--- config.mk ---
export PLATFORM = sky130hd
export DESIGN_NAME = program_loader_flat
export DESIGN_NICKNAME = d
export VERILOG_FILES = /design/src/rtl/program_loader_pkg.sv /design/src/rtl/program_loader_if.sv /design/src/rtl/program_loader_word_assembler.sv /design/src/rtl/program_loader.sv /design/src/flat_wrapper.sv
export SDC_FILE = /design/constraint.sdc
export NUM_CORES = 1
export LEC_CHECK = 0
export CORE_ASPECT_RATIO = 1.1
export CORE_MARGIN = 2
export CORE_UTILIZATION = 40
export CTS_CLUSTER_SIZE = 24
export DETAILED_ROUTE_END_ITERATION = 6
export PLACE_DENSITY = 0.62
export SETUP_SLACK_MARGIN = 0.15
export SLEW_MARGIN = 30
export SYNTH_ARGS = -nofsm -noshare
export SYNTH_HDL_FRONTEND = slang
export SYNTH_HIERARCHICAL = 1
export SYNTH_SLANG_ARGS = --single-unit
--- constraint.sdc ---
create_clock -name Clock -period 7.85 [get_ports Clock]
set_input_delay 1.1775 -clock Clock [delete_from_list [all_inputs] [get_ports Clock]]
set_output_delay 1.1775 -clock Clock [all_outputs]
set_load 0.1 [all_outputs]
--- src/rtl/program_loader_pkg.sv ---
// Shared byte width and loader FSM encodings for program_loader.
// Latency: none (definitions only).
// Backpressure: none (definitions only).
package program_loader_pkg;

  localparam int BYTE_W = 8;
  localparam int LEN_W  = 2 * BYTE_W;

  typedef enum logic [2:0] {
    LD_LEN_HI  = 3'd0,
    LD_LEN_LO  = 3'd1,
    LD_DATA_HI = 3'd2,
    LD_DATA_LO = 3'd3,
    LD_WRITE   = 3'd4,
    LD_CHECK   = 3'd5,
    LD_DONE    = 3'd6,
    LD_ERROR   = 3'd7
  } ld_state_t;

endpackage

--- src/rtl/program_loader_if.sv ---
// Host byte stream, memory write port and CPU control of the program loader.
// Latency: none (wiring only).
// Backpressure: In_Ready from the loader gates In_Valid transfers.
interface program_loader_if
  import program_loader_pkg::*;
#(
  parameter int ADDR_WIDTH = 16,
  parameter int DATA_WIDTH = 16
);

  logic [BYTE_W-1:0]     In_Data;
  logic                  In_Valid;
  logic                  In_Ready;
  logic                  Load_Req;
  logic                  Mem_WE;
  logic [ADDR_WIDTH-1:0] Mem_Addr;
  logic [DATA_WIDTH-1:0] Mem_Data;
  logic                  CPU_Reset;
  logic                  Load_Done;
  logic                  Load_Err;

  // Loader side
  modport master (
    input  In_Data, In_Valid, Load_Req,
    output In_Ready, Mem_WE, Mem_Addr, Mem_Data, CPU_Reset, Load_Done, Load_Err
  );

  // Host / memory / CPU side
  modport slave (
    output In_Data, In_Valid, Load_Req,
    input  In_Ready, Mem_WE, Mem_Addr, Mem_Data, CPU_Reset, Load_Done, Load_Err
  );

endinterface

--- src/rtl/program_loader_word_assembler.sv ---
// Hi-byte latch, big-endian word formation and running XOR checksum (LOADER_CHECKSUM_EN).
// Latency: word_o is combinational from the live lo byte; hi byte and checksum register on accept.
// Backpressure: none; the caller qualifies every strobe with the accepted handshake.
module program_loader_word_assembler
  import program_loader_pkg::*;
(
  input  logic              clk_i,
  input  logic              rst_ni,
  input  logic              clear_i,
  input  logic              hi_we_i,
  input  logic [BYTE_W-1:0] byte_i,
`ifdef LOADER_CHECKSUM_EN
  input  logic              acc_i,
  output logic [BYTE_W-1:0] chk_o,
`endif
  output logic [LEN_W-1:0]  word_o
);

  logic [BYTE_W-1:0] hi_q, hi_d;

  // Hold the hi byte until its lo partner arrives
  always_comb begin
    hi_d = hi_q;
    if (clear_i)      hi_d = '0;
    else if (hi_we_i) hi_d = byte_i;
  end

  // Hi-byte register
  always_ff @(posedge clk_i or negedge rst_ni) begin
    if (!rst_ni) hi_q <= '0;
    else         hi_q <= hi_d;
  end

  assign word_o = {hi_q, byte_i};

`ifdef LOADER_CHECKSUM_EN
  logic [BYTE_W-1:0] chk_q, chk_d;

  // XOR every data byte in; length and checksum bytes are never strobed
  always_comb begin
    chk_d = chk_q;
    if (clear_i)    chk_d = '0;
    else if (acc_i) chk_d = chk_q ^ byte_i;
  end

  // Checksum register
  always_ff @(posedge clk_i or negedge rst_ni) begin
    if (!rst_ni) chk_q <= '0;
    else         chk_q <= chk_d;
  end

  assign chk_o = chk_q;
`endif

endmodule

--- src/rtl/program_loader.sv ---
// Boot loader: packs host bytes into big-endian words, writes sequential memory, holds CPU until image accepted. Optional checksum: LOADER_CHECKSUM_EN.
// Latency: Mem_WE one cycle after the lo byte is accepted; 2 bytes per 3 cycles peak; CPU_Reset rises one cycle after Load_Done.
// Backpressure: In_Ready low in WRITE, DONE and ERROR; In_Valid low stalls any receiving state indefinitely.
module program_loader
  import program_loader_pkg::*;
#(
  parameter int                    ADDR_WIDTH = 16,
  parameter int                    DATA_WIDTH = 16,
  parameter logic [ADDR_WIDTH-1:0] BASE_ADDR  = '0,
  parameter int                    MAX_WORDS  = 1024
) (
  input  logic             Clock,
  input  logic             Reset,
  program_loader_if.master bus
);

`ifdef LOADER_CHECKSUM_EN
  localparam ld_state_t IMG_END_ST = LD_CHECK;
`else
  localparam ld_state_t IMG_END_ST = LD_DONE;
`endif

  ld_state_t             state_q, state_d;
  logic [BYTE_W-1:0]     len_hi_q, len_hi_d;
  logic [LEN_W-1:0]      len_q, len_d;
  logic [LEN_W-1:0]      count_q, count_d;
  logic                  mem_we_q, mem_we_d;
  logic [ADDR_WIDTH-1:0] addr_q, addr_d;
  logic [DATA_WIDTH-1:0] data_q, data_d;
  logic                  cpu_rst_q, cpu_rst_d;
  logic                  done_q, done_d;
  logic                  err_q, err_d;

  logic                  in_rdy;
  logic                  byte_acc;
  logic                  asm_clear;
  logic                  asm_hi_we;
  logic [LEN_W-1:0]      word;
  logic [LEN_W-1:0]      len_w;
`ifdef LOADER_CHECKSUM_EN
  logic                  asm_acc;
  logic [BYTE_W-1:0]     asm_chk;
`endif

  assign byte_acc = bus.In_Valid & in_rdy;
  assign len_w    = {len_hi_q, bus.In_Data};

  program_loader_word_assembler u_asm (
    .clk_i   (Clock),
    .rst_ni  (Reset),
    .clear_i (asm_clear),
    .hi_we_i (asm_hi_we),
    .byte_i  (bus.In_Data),
    .word_o  (word)
`ifdef LOADER_CHECKSUM_EN
    ,
    .acc_i   (asm_acc),
    .chk_o   (asm_chk)
`endif
  );

  // Next state, handshake and write-port control
  always_comb begin
    state_d   = state_q;
    len_hi_d  = len_hi_q;
    len_d     = len_q;
    count_d   = count_q;
    addr_d    = addr_q;
    data_d    = data_q;
    mem_we_d  = 1'b0;
    in_rdy    = 1'b0;
    asm_clear = 1'b0;
    asm_hi_we = 1'b0;
`ifdef LOADER_CHECKSUM_EN
    asm_acc   = 1'b0;
`endif
    case (state_q)
      LD_LEN_HI: begin
        in_rdy = 1'b1;
        if (byte_acc) begin
          len_hi_d = bus.In_Data;
          state_d  = LD_LEN_LO;
        end
      end
      LD_LEN_LO: begin
        in_rdy = 1'b1;
        if (byte_acc) begin
          len_d = len_w;
          // Rejecting oversize images here is what keeps Mem_Addr from wrapping
          if (len_w > LEN_W'(MAX_WORDS)) state_d = LD_ERROR;
          else if (len_w == '0)          state_d = IMG_END_ST;
          else                           state_d = LD_DATA_HI;
        end
      end
      LD_DATA_HI: begin
        in_rdy = 1'b1;
        if (byte_acc) begin
          asm_hi_we = 1'b1;
`ifdef LOADER_CHECKSUM_EN
          asm_acc   = 1'b1;
`endif
          state_d   = LD_DATA_LO;
        end
      end
      LD_DATA_LO: begin
        in_rdy = 1'b1;
        if (byte_acc) begin
`ifdef LOADER_CHECKSUM_EN
          asm_acc  = 1'b1;
`endif
          data_d   = DATA_WIDTH'(word);
          mem_we_d = 1'b1;
          state_d  = LD_WRITE;
        end
      end
      LD_WRITE: begin
        // Memory captures the word at the end of this cycle; step to the next slot
        count_d = count_q + LEN_W'(1);
        addr_d  = addr_q + ADDR_WIDTH'(1);
        state_d = (count_d < len_q) ? LD_DATA_HI : IMG_END_ST;
      end
`ifdef LOADER_CHECKSUM_EN
      LD_CHECK: begin
        in_rdy = 1'b1;
        if (byte_acc) state_d = (bus.In_Data == asm_chk) ? LD_DONE : LD_ERROR;
      end
`endif
      LD_DONE, LD_ERROR: begin
        if (bus.Load_Req) begin
          state_d   = LD_LEN_HI;
          count_d   = '0;
          addr_d    = BASE_ADDR;
          asm_clear = 1'b1;
        end
      end
      default: state_d = LD_LEN_HI;
    endcase
    // Flags track the terminal state; the CPU is released only after a full DONE cycle
    done_d    = (state_d == LD_DONE);
    err_d     = (state_d == LD_ERROR);
    cpu_rst_d = (state_q == LD_DONE) && (state_d == LD_DONE);
  end

  // State and output registers
  always_ff @(posedge Clock or negedge Reset) begin
    if (!Reset) begin
      state_q   <= LD_LEN_HI;
      len_hi_q  <= '0;
      len_q     <= '0;
      count_q   <= '0;
      addr_q    <= BASE_ADDR;
      data_q    <= '0;
      mem_we_q  <= 1'b0;
      cpu_rst_q <= 1'b0;
      done_q    <= 1'b0;
      err_q     <= 1'b0;
    end else begin
      state_q   <= state_d;
      len_hi_q  <= len_hi_d;
      len_q     <= len_d;
      count_q   <= count_d;
      addr_q    <= addr_d;
      data_q    <= data_d;
      mem_we_q  <= mem_we_d;
      cpu_rst_q <= cpu_rst_d;
      done_q    <= done_d;
      err_q     <= err_d;
    end
  end

  assign bus.In_Ready  = in_rdy;
  assign bus.Mem_WE    = mem_we_q;
  assign bus.Mem_Addr  = addr_q;
  assign bus.Mem_Data  = data_q;
  assign bus.CPU_Reset = cpu_rst_q;
  assign bus.Load_Done = done_q;
  assign bus.Load_Err  = err_q;

endmodule

--- src/flat_wrapper.sv ---
// flat-port wrapper written by rule: the top's interface ports become plain ports
module program_loader_flat import program_loader_pkg::*;
#(
  parameter int                    ADDR_WIDTH = 16,
  parameter int                    DATA_WIDTH = 16,
  parameter logic [ADDR_WIDTH-1:0] BASE_ADDR  = '0,
  parameter int                    MAX_WORDS  = 1024
)
  (Clock, Reset, bus_In_Data, bus_In_Valid, bus_Load_Req, bus_In_Ready, bus_Mem_WE, bus_Mem_Addr, bus_Mem_Data, bus_CPU_Reset, bus_Load_Done, bus_Load_Err);
  program_loader_if #(.ADDR_WIDTH(ADDR_WIDTH), .DATA_WIDTH(DATA_WIDTH)) bus_i ();
  input  logic Clock;
  input  logic Reset;
  input wire logic [$bits(bus_i.In_Data)-1:0] bus_In_Data;
  input wire logic [$bits(bus_i.In_Valid)-1:0] bus_In_Valid;
  input wire logic [$bits(bus_i.Load_Req)-1:0] bus_Load_Req;
  output wire logic [$bits(bus_i.In_Ready)-1:0] bus_In_Ready;
  output wire logic [$bits(bus_i.Mem_WE)-1:0] bus_Mem_WE;
  output wire logic [$bits(bus_i.Mem_Addr)-1:0] bus_Mem_Addr;
  output wire logic [$bits(bus_i.Mem_Data)-1:0] bus_Mem_Data;
  output wire logic [$bits(bus_i.CPU_Reset)-1:0] bus_CPU_Reset;
  output wire logic [$bits(bus_i.Load_Done)-1:0] bus_Load_Done;
  output wire logic [$bits(bus_i.Load_Err)-1:0] bus_Load_Err;
  assign bus_i.In_Data = bus_In_Data;
  assign bus_i.In_Valid = bus_In_Valid;
  assign bus_i.Load_Req = bus_Load_Req;
  assign bus_In_Ready = bus_i.In_Ready;
  assign bus_Mem_WE = bus_i.Mem_WE;
  assign bus_Mem_Addr = bus_i.Mem_Addr;
  assign bus_Mem_Data = bus_i.Mem_Data;
  assign bus_CPU_Reset = bus_i.CPU_Reset;
  assign bus_Load_Done = bus_i.Load_Done;
  assign bus_Load_Err = bus_i.Load_Err;
  program_loader #(.ADDR_WIDTH(ADDR_WIDTH), .DATA_WIDTH(DATA_WIDTH), .BASE_ADDR(BASE_ADDR), .MAX_WORDS(MAX_WORDS)) u_core (.Clock(Clock), .Reset(Reset), .bus(bus_i));
endmodule
## Yosys cells after proc, flatten, opt, wreduce, memory -nomap -nowiden

Cells that the tools add are included.

- Add/sub/neg operators: 2
- $lt $le $gt $ge: 2
- Equality and inequality tests: 9
- Multiplexer cells: 20
- Bitwise operators: 1
- Reductions and logical operators: 11

Operator list:

| kind | number |
|---|---|
| $pmux W16 S2 | 2 |
| $add A16 B1 Y16 const B | 2 |
| $mux W3 | 8 |
| $pmux W3 S6 | 1 |
| $gt A16 B11 Y1 const B | 1 |
| $logic_not A16 Y1 | 1 |
| $lt A16 B16 Y1 | 1 |
| $mux W16 | 1 |
| $mux W8 | 2 |
| $eq A3 B3 Y1 const B | 5 |
| $reduce_and A2 Y1 | 4 |
| $eq A3 B2 Y1 const B | 2 |
| $mux W1 | 6 |
| $reduce_bool A2 Y1 | 2 |
| $reduce_or A4 Y1 | 1 |
| $eq A3 B1 Y1 const B | 1 |
| $logic_not A3 Y1 | 1 |
| $ne A2 B2 Y1 const B | 1 |
| $reduce_or A2 Y1 | 1 |
| $and A1 B1 Y1 | 1 |
| $logic_and A1 B1 Y1 | 1 |

- Register bits: 87
- Input bits: 12
- Output and inout bits: 37
- Word-level logic and storage cells: 56

## Longest topological paths before layout

- Depth in word-level cells: 8
- Depth in mapped cells: 11
- Mapped depth without buffers: 11

## Hierarchy

Netlist, hierarchy kept.

Modules (own cells, without submodules):

| module | times used | cells each | area each (µm²) | seq. area each (µm²) |
|---|---|---|---|---|
| program_loader | 1 | 423 | 4012.6 | 1976.9 |
| program_loader_word_assembler | 1 | 34 | 385.4 | 200.2 |

## Worst setup path before layout

No wires, ideal clock.

- Path type: register -> register
- Start point: reg u_core.count_q[0]
- End point: reg u_core.err_q, in the netlist u_core/bus.Load_Err
- Library setup time: 0.087 ns
- Data arrival time: 2.539 ns
- Required time: 7.763 ns
- Setup slack: 5.224 ns
- Cell stages (with the launch flop): 12
- Path buffers: 0
- Period minus slack after synthesis: 2.626 ns
- Cells stage by stage: dfrtp_1 -> ha_1 -> nand4_1 -> nor3_1 -> nand2_1 -> xnor2_1 -> ha_1 -> nand4_1 -> nor3_1 -> o2111ai_1 -> a31o_2 -> a211oi_2

- Word-level cells in the longest chain between the ends: 5

RTL lines:

| element | line | source |
|---|---|---|
| start, declared | program_loader.sv:26 | `logic [LEN_W-1:0] count_q, count_d;` |
| start signal, assigned | program_loader.sv:161 | `count_q <= count_d;` |
| $add A16 B1 Y16 | program_loader.sv:118 | `count_d = count_q + LEN_W'(1);` |
| $lt A16 B16 Y1 | program_loader.sv:120 | `state_d = (count_d < len_q) ? LD_DATA_HI : IMG_END_ST;` |
| $mux W3 | program_loader.sv:120 |  |
| $pmux W3 S6 | program_loader.sv:77 | `case (state_q)` |
| $eq A3 B3 Y1 | program_loader.sv:140 | `err_d = (state_d == LD_ERROR);` |
| net u_core.err_d | program_loader.sv:32 | `logic err_q, err_d;` |
| end signal, assigned | program_loader.sv:167 | `err_q <= err_d;` |
| end, declared | program_loader.sv:32 |  |

The timed path passes the listed nets, and every way through them passes these cells.
A chain may end at the register's enable or synchronous reset.

## Final worst setup path

- Start point: reg u_core.state_q[2]
- End point: out bus_In_Ready

- Word-level cells in the longest chain between the ends: 3
- Elaborated cells between the ends (all ways): 6
- Classes of those cells: 3 x eq/ne; 1 x mux; 2 x reduce/logical

RTL lines:

| element | line | source |
|---|---|---|
| start, declared | program_loader.sv:23 | `ld_state_t state_q, state_d;` |
| start signal, assigned | program_loader.sv:158 | `state_q <= state_d;` |
| $eq A3 B1 Y1, or another cell as far along | program_loader.sv:77 |  |
| $reduce_or A4 Y1 (no source line) (*) | -- |  |
| $mux W1 (*) | program_loader.sv:77 |  |
| end, declared | flat_wrapper.sv:16 | `output wire logic [$bits(bus_i.In_Ready)-1:0] bus_In_Ready;` |

Mark *: on every way between the ends. The rest lies on a longest branch, timed or not.

==> impl_metrics.yaml <==
timing:
  worst_slew_pin_slew_ns: 0.970
  relSlewSlack_pct: 35.1
  setup_viol: 0
  clock_skew_ns: 0.00924
  min_period_ns: 3.38
  max_freq_ghz: 0.296
  setup_tns_ns: 0
  hold_viol: 0
  fin_ws_ns: 4.47
  timing.hold.ws_ns: 0.471
  period_share_pct: 43.0
  finalMaxSlewViolations: 0
  rsz0062_at_grt: "false"
clocking:
  cts_made_buffers: 9
  clockBufferDepth: 2
  cts_hold_buf: 0
  clkTransAtPathRegs_ns: 0.06
  ctsResizeCount: 0
  clock_latency_ns: 0.34
  h-tree-depth: 3
  cts.sinks: 87
  postCtsSetupBuffers: 0
  root_buffer: "clkbuf_16"
  cts_tree: "yes"
detailed_routing:
  routed_wl_um: 9500
  via_per_inst: 5.06
  wire_per_inst_um: 14.7
  dr.pass1.iters: 4
  antenna_left: 0
  drt_iter0_drc: 225
  drc: 0
  num_vias: 3277
critical_path:
  worstPathCellList: "inv_1, clkdlybuf4s50_1"
  crit_required_ns: 6.67
  max_stage_delay_ns: 1.15
  cp_max_fo: 14
  crit_path_top_delay_cell: "clkdlybuf4s50_1"
  worstSetupPathType: "register to output pin"
  end_kind: "output pin"
  start_kind: "register"
  crit_buf_inv: 2
  cp.arrival_ns: 2.20
  cpLargestDelayFamily: "buffers and inverters"
synth:
  avgSynthCellArea_um2: 9.62
  syn_inst: 457
  yosys_warnings: 6
  synth_nets: 486
  ys_seq_area_share_pct: 49.5
  netlist_area_um2: 4400
  synth_area_leaders: "dfrtp_1 50%, nand2_1 7.9%, ha_1 4.8%"
  synth_top_cell_by_area: "dfrtp_1"
  synth.distinct_cells: 54
  synth_seq_cells: 87
  yosysTopAreaCellShare_pct: 49.5
  synth_commonest_cells: "92 x nand2_1, 87 x dfrtp_1, 34 x o21ai_0, 33 x nor2_1, 25 x inv_1"
  yosysMostFrequentCell: "nand2_1"
  ys.flop_type: "dfrtp_1"
  synth-edff-count: 0
  ys_async_sr_fraction_pct: 100
power_and_ir_drop:
  seqPwrFrac_pct: 34.3
  p_leak_nw: 2.37
  switching_share_pct: 44.7
  power.density_nw_per_um2: 392
  max-vdd-ir-drop_mv: 0.209
  power_frac_clock_pct: 22.4
  p_int_w: 0.00115
  p_comb_share_pct: 43.3
  p_sw_w: 0.000925
place:
  place_inst: 631
  gp_congestion: 0.779
  post-dp-hpwl_um: 6780
  post-place-ws_ns: 4.50
  numPortBuffers: 48
floorplanning:
  num_rows: 40
  start_util_pct: 40.7
  die_width_um: 104
  die_area_um2: 11900
  die_h_um: 114
  pin_count: 49
  coreArea_um2: 10800
global_routing:
  grt_pass1_wl_um: 16200
  grt_usage_pct: 17.3
  grt_start_max_net_pins: 57
  antenna_found_initial: 0
  overflow: 0
  grt_pass1_vias: 3224
finish:
  fill_cells: 1031
  stdcell_count: 647
  syn2layout_area_growth_pct: 20.2
  fin_nets: 524
  antennaDiodeCount: 0
  drive_gt1_share_pct: 8.60
run:
  cap_viol_max_count: 0
run_status:
  outcome: "finished, final reports clean"
worst_hold_path:
  hold_path_class: "register to register"
==> flip-flops by register name, indices dropped and copies added, names as in the netlist <==
| signal | flops |
|---|---|
| u_core/bus.CPU_Reset | 1 |
| u_core/bus.Load_Done | 1 |
| u_core/bus.Load_Err | 1 |
| u_core/bus.Mem_Addr | 16 |
| u_core/bus.Mem_Data | 16 |
| u_core/bus.Mem_WE | 1 |
| u_core/count_q | 16 |
| u_core/len_hi_q | 8 |
| u_core/len_q | 16 |
| u_core/state_q | 3 |
| u_core/u_asm/hi_q | 8 |
==> through the flow <==
step / cell area, um^2 / utilization, % / total power, W
after global routing: 5290 / 48.9 / 0.00219
after detailed placement: 4960 / 45.9 / 0.00162
final: 5290 / 48.9 / 0.00207
after floorplan: 4400 / - / 0.00139
after global placement: 4950 / 45.8 / 0.00160
after CTS: 5290 / 48.9 / 0.00209
==> power by group through the flow <==
stage	combinational [W]	sequential (W)	clock (W)
after detailed placement	0.000900	0.000717	0
final	0.000896	0.000711	0.000463
after floorplan	0.000394	0.000995	0
after global placement	0.000882	0.000715	0
after global routing	0.000967	0.000731	0.000493
after CTS	0.000903	0.000712	0.000474
==> worst min-delay path: cells and delay by family (launching register included) <==
| family | cells | cell delay [ns] |
|---|---|---|
| AND/OR/NAND/NOR | 2 | 0.10 |
| flip-flops | 1 | 0.34 |
==> routing by layer <==
| metal | global-route usage, % | wire length, um | vias up |
|---|---|---|---|
| li1 | - | - | 1619 |
| met1 | 22.1 | 4390 | 1597 |
| met2 | 29.3 | 4630 | 48 |
| met3 | 2.51 | 269 | 13 |
| met4 | 8.11 | 215 | 0 |
| met5 | 0 | 0 | - |
==> placed cells by master, fill, tap and decap left out, types with 3 or more instances in the layout <==
cell type,n
o21ai_0,34
nor4_1,3
nand3_1,10
dfrtp_1,87
clkdlybuf4s50_1,47
xnor2_1,17
o22ai_1,4
and2_1,3
buf_4,5
nor2_1,32
a21oi_1,16
clkbuf_16,9
a22o_1,7
or3_1,3
nor3_1,7
mux2_2,9
ha_1,17
xor2_1,10
mux2i_1,8
nand2_1,92
and3_1,3
nand4_1,5
inv_1,25
o31ai_1,3
==> area by class of cell <==
| type | count | area, um^2 | share of cell area, % |
|---|---|---|---|
| clock buffer | 13 | 260 | 4.92 |
| inverter | 26 | 97.6 | 1.85 |
| multi-input combinational | 318 | 1980 | 37.5 |
| sequential | 87 | 2180 | 41.2 |
| clock inverter | 3 | 65.1 | 1.23 |
| tap | 147 | 184 | 3.48 |
| timing repair buffer | 53 | 519 | 9.82 |
==> path summary, 6_finish.rpt <==
kind                       slack [ns]  cells past startpoint                             endpoint                                 from
setup / recovery                 4.47                      2                         bus_In_Ready          u_core/state_q[2]$_DFF_PN0_
hold / removal                   0.47                      2  u_core/bus.Mem_Data[14]$_DFFE_PN0P_  u_core/bus.Mem_Data[14]$_DFFE_PN0P_
min in group asynchronous        0.78                      1   u_core/bus.Mem_Addr[9]$_DFFE_PN0P_                                Reset
hold reg to reg                  0.47                      2  u_core/bus.Mem_Data[14]$_DFFE_PN0P_  u_core/bus.Mem_Data[14]$_DFFE_PN0P_
setup reg to reg                 4.69                     11        u_core/bus.Load_Err$_DFF_PN0_        u_core/count_q[0]$_DFFE_PN0P_
max in group asynchronous        6.02                      2     u_core/u_asm/hi_q[7]$_DFFE_PN0P_                                Reset
==> cell families (layout without fill, tap and decap cells) <==
group	Yosys count	in the layout	synth area share (%)
adders and majority gates	17	17	4.84
and+or+nand+nor	177	177	19.0
buffers and inverters	52	95	5.46
AOI/OAI and AO/OA	80	80	11.7
xor gates and xnor gates	27	27	5.38
DFF	87	87	49.5
muxes	17	17	4.13
Note: power is estimated with default switching activity, not from simulation.
==> RTL change 1: new RTL, same settings <==
Re-encode `ld_state_t` (8 states) as Gray code, 3 bits wide.
--- a/src/rtl/program_loader_pkg.sv
+++ b/src/rtl/program_loader_pkg.sv
@@ -7,14 +7,14 @@
   localparam int LEN_W  = 2 * BYTE_W;
 
   typedef enum logic [2:0] {
-    LD_LEN_HI  = 3'd0,
-    LD_LEN_LO  = 3'd1,
-    LD_DATA_HI = 3'd2,
-    LD_DATA_LO = 3'd3,
-    LD_WRITE   = 3'd4,
-    LD_CHECK   = 3'd5,
-    LD_DONE    = 3'd6,
-    LD_ERROR   = 3'd7
+    LD_LEN_HI  = 3'b000,
+    LD_LEN_LO  = 3'b001,
+    LD_DATA_HI = 3'b011,
+    LD_DATA_LO = 3'b010,
+    LD_WRITE   = 3'b110,
+    LD_CHECK   = 3'b111,
+    LD_DONE    = 3'b101,
+    LD_ERROR   = 3'b100
   } ld_state_t;
 
 endpackage
Function: no difference found for any inputs over 10 cycles, from zero or initial values and one cycle with Reset low; not proved beyond that.
==> RTL change 1 against the original RTL <==
  * Die area fell by 0.36%
  * Area after synthesis shrank 0.37%
  * Cell area is 0.85% lower
  * Power is 12% lower
  * Sequential share of layout area grew 0.35 points
  * Sequential cell count did not move
  * Via count is 8.8% lower
  * Worst hold slack improved by 0.027 ns
  * Routed wire length fell by 6.3%
  * Worst setup slack gained 0.14 ns
  * Count of clock-buffer cells in the layout decreased by 2
  * Synthesized cell count shrank 15%
  * Largest cell class unchanged
  * Highest routed layer unchanged
==> RTL change 1: results (changes against the original RTL) <==
run_status:
  status: "finished, final reports clean"
logic_synthesis:
  synth_nets: 417  # -14%
  synth_mux_area_frac: 0.121  # +0.0798
  synth.cells.most_frequent: "dfrtp_1, mux2_2, nor2_1, nand2_1, inv_1"
  ys_seq_area_frac: 0.497  # +0.00184
  synth-xor-area-share: 0.0520  # -0.00180
  synth_cells: 388  # -15%
  yosysWarnings: 6  # unchanged
  ys_types: 50  # -7.4%
  synthTopCellsByArea: "dfrtp_1, mux2_2, ha_1"
  synth_top_area_share: 0.497  # +0.00184
  synth_fa_ha_area_frac: 0.0485  # +0.000180
  synth_most_common_cell: "dfrtp_1"
  synth_compound_area_frac: 0.0937  # -0.0236
  synth-async-reset-ratio: 1.00  # unchanged
clock_network:
  cts_resized: 0  # unchanged
  cts_buffer_depth: 2  # unchanged
  path_clk_slew_ns: 0.06  # about the same
  postCtsSetupRepairBufs: 0  # unchanged
  clock-root-buffer: "clkbuf_16"
  clk_latency_ns: 0.34  # about the same
  htreeDepth: 3  # unchanged
  numCtsBuffers: 9  # unchanged
critical_path:
  cp_slowest_cell: "clkdlybuf4s50_1"
  path_delay_family: "buffers and inverters"
  cp_slowest_stage_delay_ns: 1.14
  cp_max_fo: 8  # -6
detailed_routing:
  routed_via_density: 5.14  # +1.5%
  drt_iter0_drc: 88  # -61%
  wirelength_mm: 8.91  # -6.3%
  dr.pass1.iters: 4  # unchanged
placed_design:
  hpwl_mm: 6.25  # -7.7%
  routabilityCongestion: 0.754  # -3.1%
  postPlaceCellArea_um2: 4930  # -0.53%
  io_buffer_count: 48  # unchanged
  dp.cells: 565  # -10%
final_layout:
  diodes: 0  # unchanged
  drive_gt1_frac: 0.157  # +0.0707
  stdcell_count: 581  # -10%
  fillers: 1025  # -0.58%
  nets: 458  # -13%
power:
  p_leak_nw: 2.41  # +1.7%
  ir_worst_vdd_uv: 225  # +7.3%
global_route:
  grt_start_max_net_pins: 55  # -3.5%
  antenna_found_initial: 0  # unchanged
  grt_pass1_wl_mm: 15.1  # -7.0%
  grt_pass1_vias: 3081  # -4.4%
  track_usage: 0.162  # -0.0113
timing:
  clock_skew_ns: 0.00468  # -0.00457 ns
  slew_viol_final: 0  # unchanged
  slew_headroom: 0.334  # -0.0169
worst_hold_path:
  hp-class: "reg -> reg"
RTL change 1: stage by stage:
stage	utilization	hold WS, ns	setup WS [ns]
floorplan	-	0.470	5.41
global placement	0.456	0.486	4.62
detailed placement	0.456	0.492	4.55
CTS	0.485	0.506	4.59
global route	0.485	0.524	4.51
finish	0.485	0.498	4.61
RTL change 1: worst paths after layout:
check                                          startpoint  slack, ns                                  end  cells past startpoint
hold reg to reg            u_core/count_q[15]$_DFFE_PN0P_       0.50       u_core/count_q[15]$_DFFE_PN0P_                      1
hold / removal             u_core/count_q[15]$_DFFE_PN0P_       0.50       u_core/count_q[15]$_DFFE_PN0P_                      1
setup reg to reg            u_core/count_q[0]$_DFFE_PN0P_       4.85       u_core/bus.Load_Done$_DFF_PN0_                     10
setup / recovery              u_core/state_q[2]$_DFF_PN0_       4.61                         bus_In_Ready                      2
max in group asynchronous                           Reset       6.02          u_core/len_q[0]$_DFFE_PN0P_                      2
min in group asynchronous                           Reset       0.78  u_core/bus.Mem_Addr[13]$_DFFE_PN0P_                      1
RTL change 1: layer usage:
| layer | vias up | track usage | routed length (um) |
|---|---|---|---|
| met5 | - | 0 | 0 |
| li1 | 1450 | - | - |
| met4 | 0 | 0.0793 | 147 |
| met1 | 1467 | 0.209 | 4100 |
| met3 | 10 | 0.0303 | 252 |
| met2 | 61 | 0.264 | 4400 |
RTL change 1: area by class of cell:
type                       instances  area (um2)  area share
sequential                        87        2180       0.415
multi-input combinational        259        1990       0.381
timing repair buffer              51         500      0.0955
clock buffer                      11         243      0.0463
tap                              147         184      0.0351
inverter                          21        78.8      0.0150
clock inverter                     5        63.8      0.0122
RTL change 1: cell families after synthesis:
logic type,after synthesis
multiplexers,48
buffers and inverters,42
XOR/XNOR,26
adder cells (fa/ha/maj),17
flip-flops,87
AO/OA/AOI/OAI,59
AND/OR/NAND/NOR,109
RTL change 1: worst register-to-register path, delay by kind of cell, from the launching register on:
kind / cells / cell delay [ns]
AND/OR/NAND/NOR: 4 / 1.15
AO/OA/AOI/OAI: 3 / 0.54
XOR/XNOR: 1 / 0.18
flip-flops: 1 / 0.46
adder cells (fa/ha/maj): 2 / 0.63
RTL change 1: power by group:
part,internal [mW],switching [mW]
Combinational,0.240,0.457
Clock,0.259,0.182
Sequential,0.576,0.0966
Total,1.08,0.736
==> RTL change 2: new RTL, config.mk and constraints unchanged <==
Without the edit above. `MAX_WORDS` is set to 1024 in 2 places; all go to 512.
--- a/src/rtl/program_loader.sv
+++ b/src/rtl/program_loader.sv
@@ -7,7 +7,7 @@
   parameter int                    ADDR_WIDTH = 16,
   parameter int                    DATA_WIDTH = 16,
   parameter logic [ADDR_WIDTH-1:0] BASE_ADDR  = '0,
-  parameter int                    MAX_WORDS  = 1024
+  parameter int                    MAX_WORDS  = 512
 ) (
   input  logic             Clock,
   input  logic             Reset,
--- a/src/flat_wrapper.sv
+++ b/src/flat_wrapper.sv
@@ -4,7 +4,7 @@
   parameter int                    ADDR_WIDTH = 16,
   parameter int                    DATA_WIDTH = 16,
   parameter logic [ADDR_WIDTH-1:0] BASE_ADDR  = '0,
-  parameter int                    MAX_WORDS  = 1024
+  parameter int                    MAX_WORDS  = 512
 )
   (Clock, Reset, bus_In_Data, bus_In_Valid, bus_Load_Req, bus_In_Ready, bus_Mem_WE, bus_Mem_Addr, bus_Mem_Data, bus_CPU_Reset, bus_Load_Done, bus_Load_Err);
   program_loader_if #(.ADDR_WIDTH(ADDR_WIDTH), .DATA_WIDTH(DATA_WIDTH)) bus_i ();
Behaviour: not the same (a bounded check fails within 4 cycles, from zero or initial values and one cycle with Reset low).
==> RTL change 2 against the original RTL <==
  * Area after synthesis decreased by 0.54%
  * Utilization decreased by 0.56 points
  * Highest routed layer unchanged
  * Cell area decreased by 1.1%
  * Worst setup slack got worse by 0.062 ns
  * Clock power decreased by 7.8%
  * Power decreased by 3.3%
  * Routed wire length decreased by 1.7%
  * Sequential share of layout area increased by 0.47 points
  * Sequential cell count unchanged
  * Largest power group unchanged
==> RTL change 2: results (changes against the original RTL) <==
logic_synthesis:
  synthTopCellsByArea: "dfrtp_1, nand2_1, ha_1"
  synth_nets: 482  # -0.82%
  synth-async-reset-ratio: 1.00  # unchanged
  ys_types: 49  # -9.3%
  avgSynthCellArea_um2: 9.66  # +0.34%
  dominantRegCellSynth: "dfrtp_1"
  ys_seq_area_frac: 0.498  # +0.00269
  synth.cells.most_frequent: "nand2_1, dfrtp_1, nor2_1, o21ai_0, inv_1"
critical_path:
  ff2ff_setup_slack_ns: 4.79  # +0.10 ns
  worstPathArrival_ns: 3.63  # +1.43 ns
  worst-r2r-cell-count: 10  # -1
  cp_max_fo: 23  # +9
  crit_path_start: "bus_Load_Req"
placed_design:
  routabilityCongestion: 0.786  # +0.87%
  io_buffer_count: 48  # unchanged
  postPlaceCellArea_um2: 4930  # -0.66%
  dp_slack_ns: 4.05  # -0.451 ns
  dp.cells: 626  # -0.79%
  hpwl_mm: 6.60  # -2.6%
power:
  ir_worst_vdd_uv: 188  # -10%
  p_switching_mw: 0.909  # -1.7%
  p_leak_nw: 2.38  # +0.39%
global_route:
  grt_pass1_wl_mm: 16.4  # +0.94%
  grt_start_max_net_pins: 64  # +12%
  antenna_found_initial: 0  # unchanged
  grt_pass1_vias: 3391  # +5.2%
  track_usage: 0.171  # -0.00182
timing:
  clock_skew_ns: 0.00712  # -0.00212 ns
  post-route-min-period_ns: 3.44  # +0.0617 ns
  worst_pin_slew_ns: 0.982  # +0.0121 ns
clock_network:
  cts_buffer_depth: 2  # unchanged
  numCtsBuffers: 9  # unchanged
  clk_latency_ns: 0.33
  htreeDepth: 3  # unchanged
  path_clk_slew_ns: 0.06  # about the same
worst_hold_path:
  hp-start: "u_core/u_asm/hi_q[3]$_DFFE_PN0P_"
  hp-class: "reg -> reg"
final_layout:
  fillers: 1036  # +0.48%
  drive_gt1_frac: 0.0788  # -0.00721
  nets: 519  # -0.95%
  stdcell_count: 642  # -0.77%
run_status:
  status: "finished, final reports clean"
detailed_routing:
  num_vias: 3328  # +1.6%
  drt_iter0_drc: 137  # -39%
  dr.pass1.iters: 4  # unchanged
  wl_per_cell_um: 14.5  # -0.96%
[RTL change 2: critical path, cell delays in order]
cell	delay, ns
clkdlybuf4s50_1	0.54
nand3_1	0.24
inv_1	0.65
nor2_1	0.18
buf_4	0.25
or3_1	0.39
xor2_1	0.14
nor2_1	0.05
[RTL change 2: cells by family (layout without fill, tap and decap cells)]
family / after synthesis / in the layout / synth area share
XOR/XNOR: 29 / 29 / 0.0581
AO/OA/AOI/OAI: 72 / 72 / 0.110
multiplexers: 18 / 18 / 0.0438
flip-flops: 87 / 87 / 0.498
adder cells (fa/ha/maj): 17 / 17 / 0.0486
AND/OR/NAND/NOR: 182 / 182 / 0.190
buffers and inverters: 48 / 90 / 0.0521
[RTL change 2: per-layer routing]
| metal | track usage | wire [um] |
|---|---|---|
| met2 | 0.283 | 4480 |
| met3 | 0.0343 | 403 |
| met1 | 0.224 | 4280 |
| met5 | 0 | 0 |
| met4 | 0.0685 | 177 |
[RTL change 2: through the flow]
step	hold WS, ns	util
3_5_place_dp	0.452	0.456
3_3_place_gp	0.452	0.455
6_report	0.470	0.483
2_1_floorplan	0.438	-
5_1_grt	0.492	0.483
4_1_cts	0.473	0.483
[RTL change 2: power by group through the flow]
stage	combinational [mW]	sequential (mW)	clock, mW
after floorplan	0.379	0.990	0
after global placement	0.853	0.705	0
after detailed placement	0.871	0.713	0
after CTS	0.874	0.707	0.434
after global routing	0.942	0.727	0.456
final	0.866	0.708	0.427
[RTL change 2: worst paths after layout]
check                                                      end
min in group asynchronous   u_core/bus.Mem_Data[5]$_DFFE_PN0P_
setup / recovery            u_core/bus.Mem_Addr[5]$_DFFE_PN0P_
max in group asynchronous   u_core/bus.Mem_Addr[2]$_DFFE_PN0P_
hold / removal             u_core/bus.Mem_Data[11]$_DFFE_PN0P_
hold reg to reg            u_core/bus.Mem_Data[11]$_DFFE_PN0P_
setup reg to reg                u_core/bus.Load_Done$_DFF_PN0_
[RTL change 2: area by class of cell]
cell class | instances | area share
sequential | 87 | 0.417
multi-input combinational | 318 | 0.379
timing repair buffer | 51 | 0.0958
clock buffer | 10 | 0.0438
tap | 147 | 0.0352
inverter | 23 | 0.0165
clock inverter | 6 | 0.0132
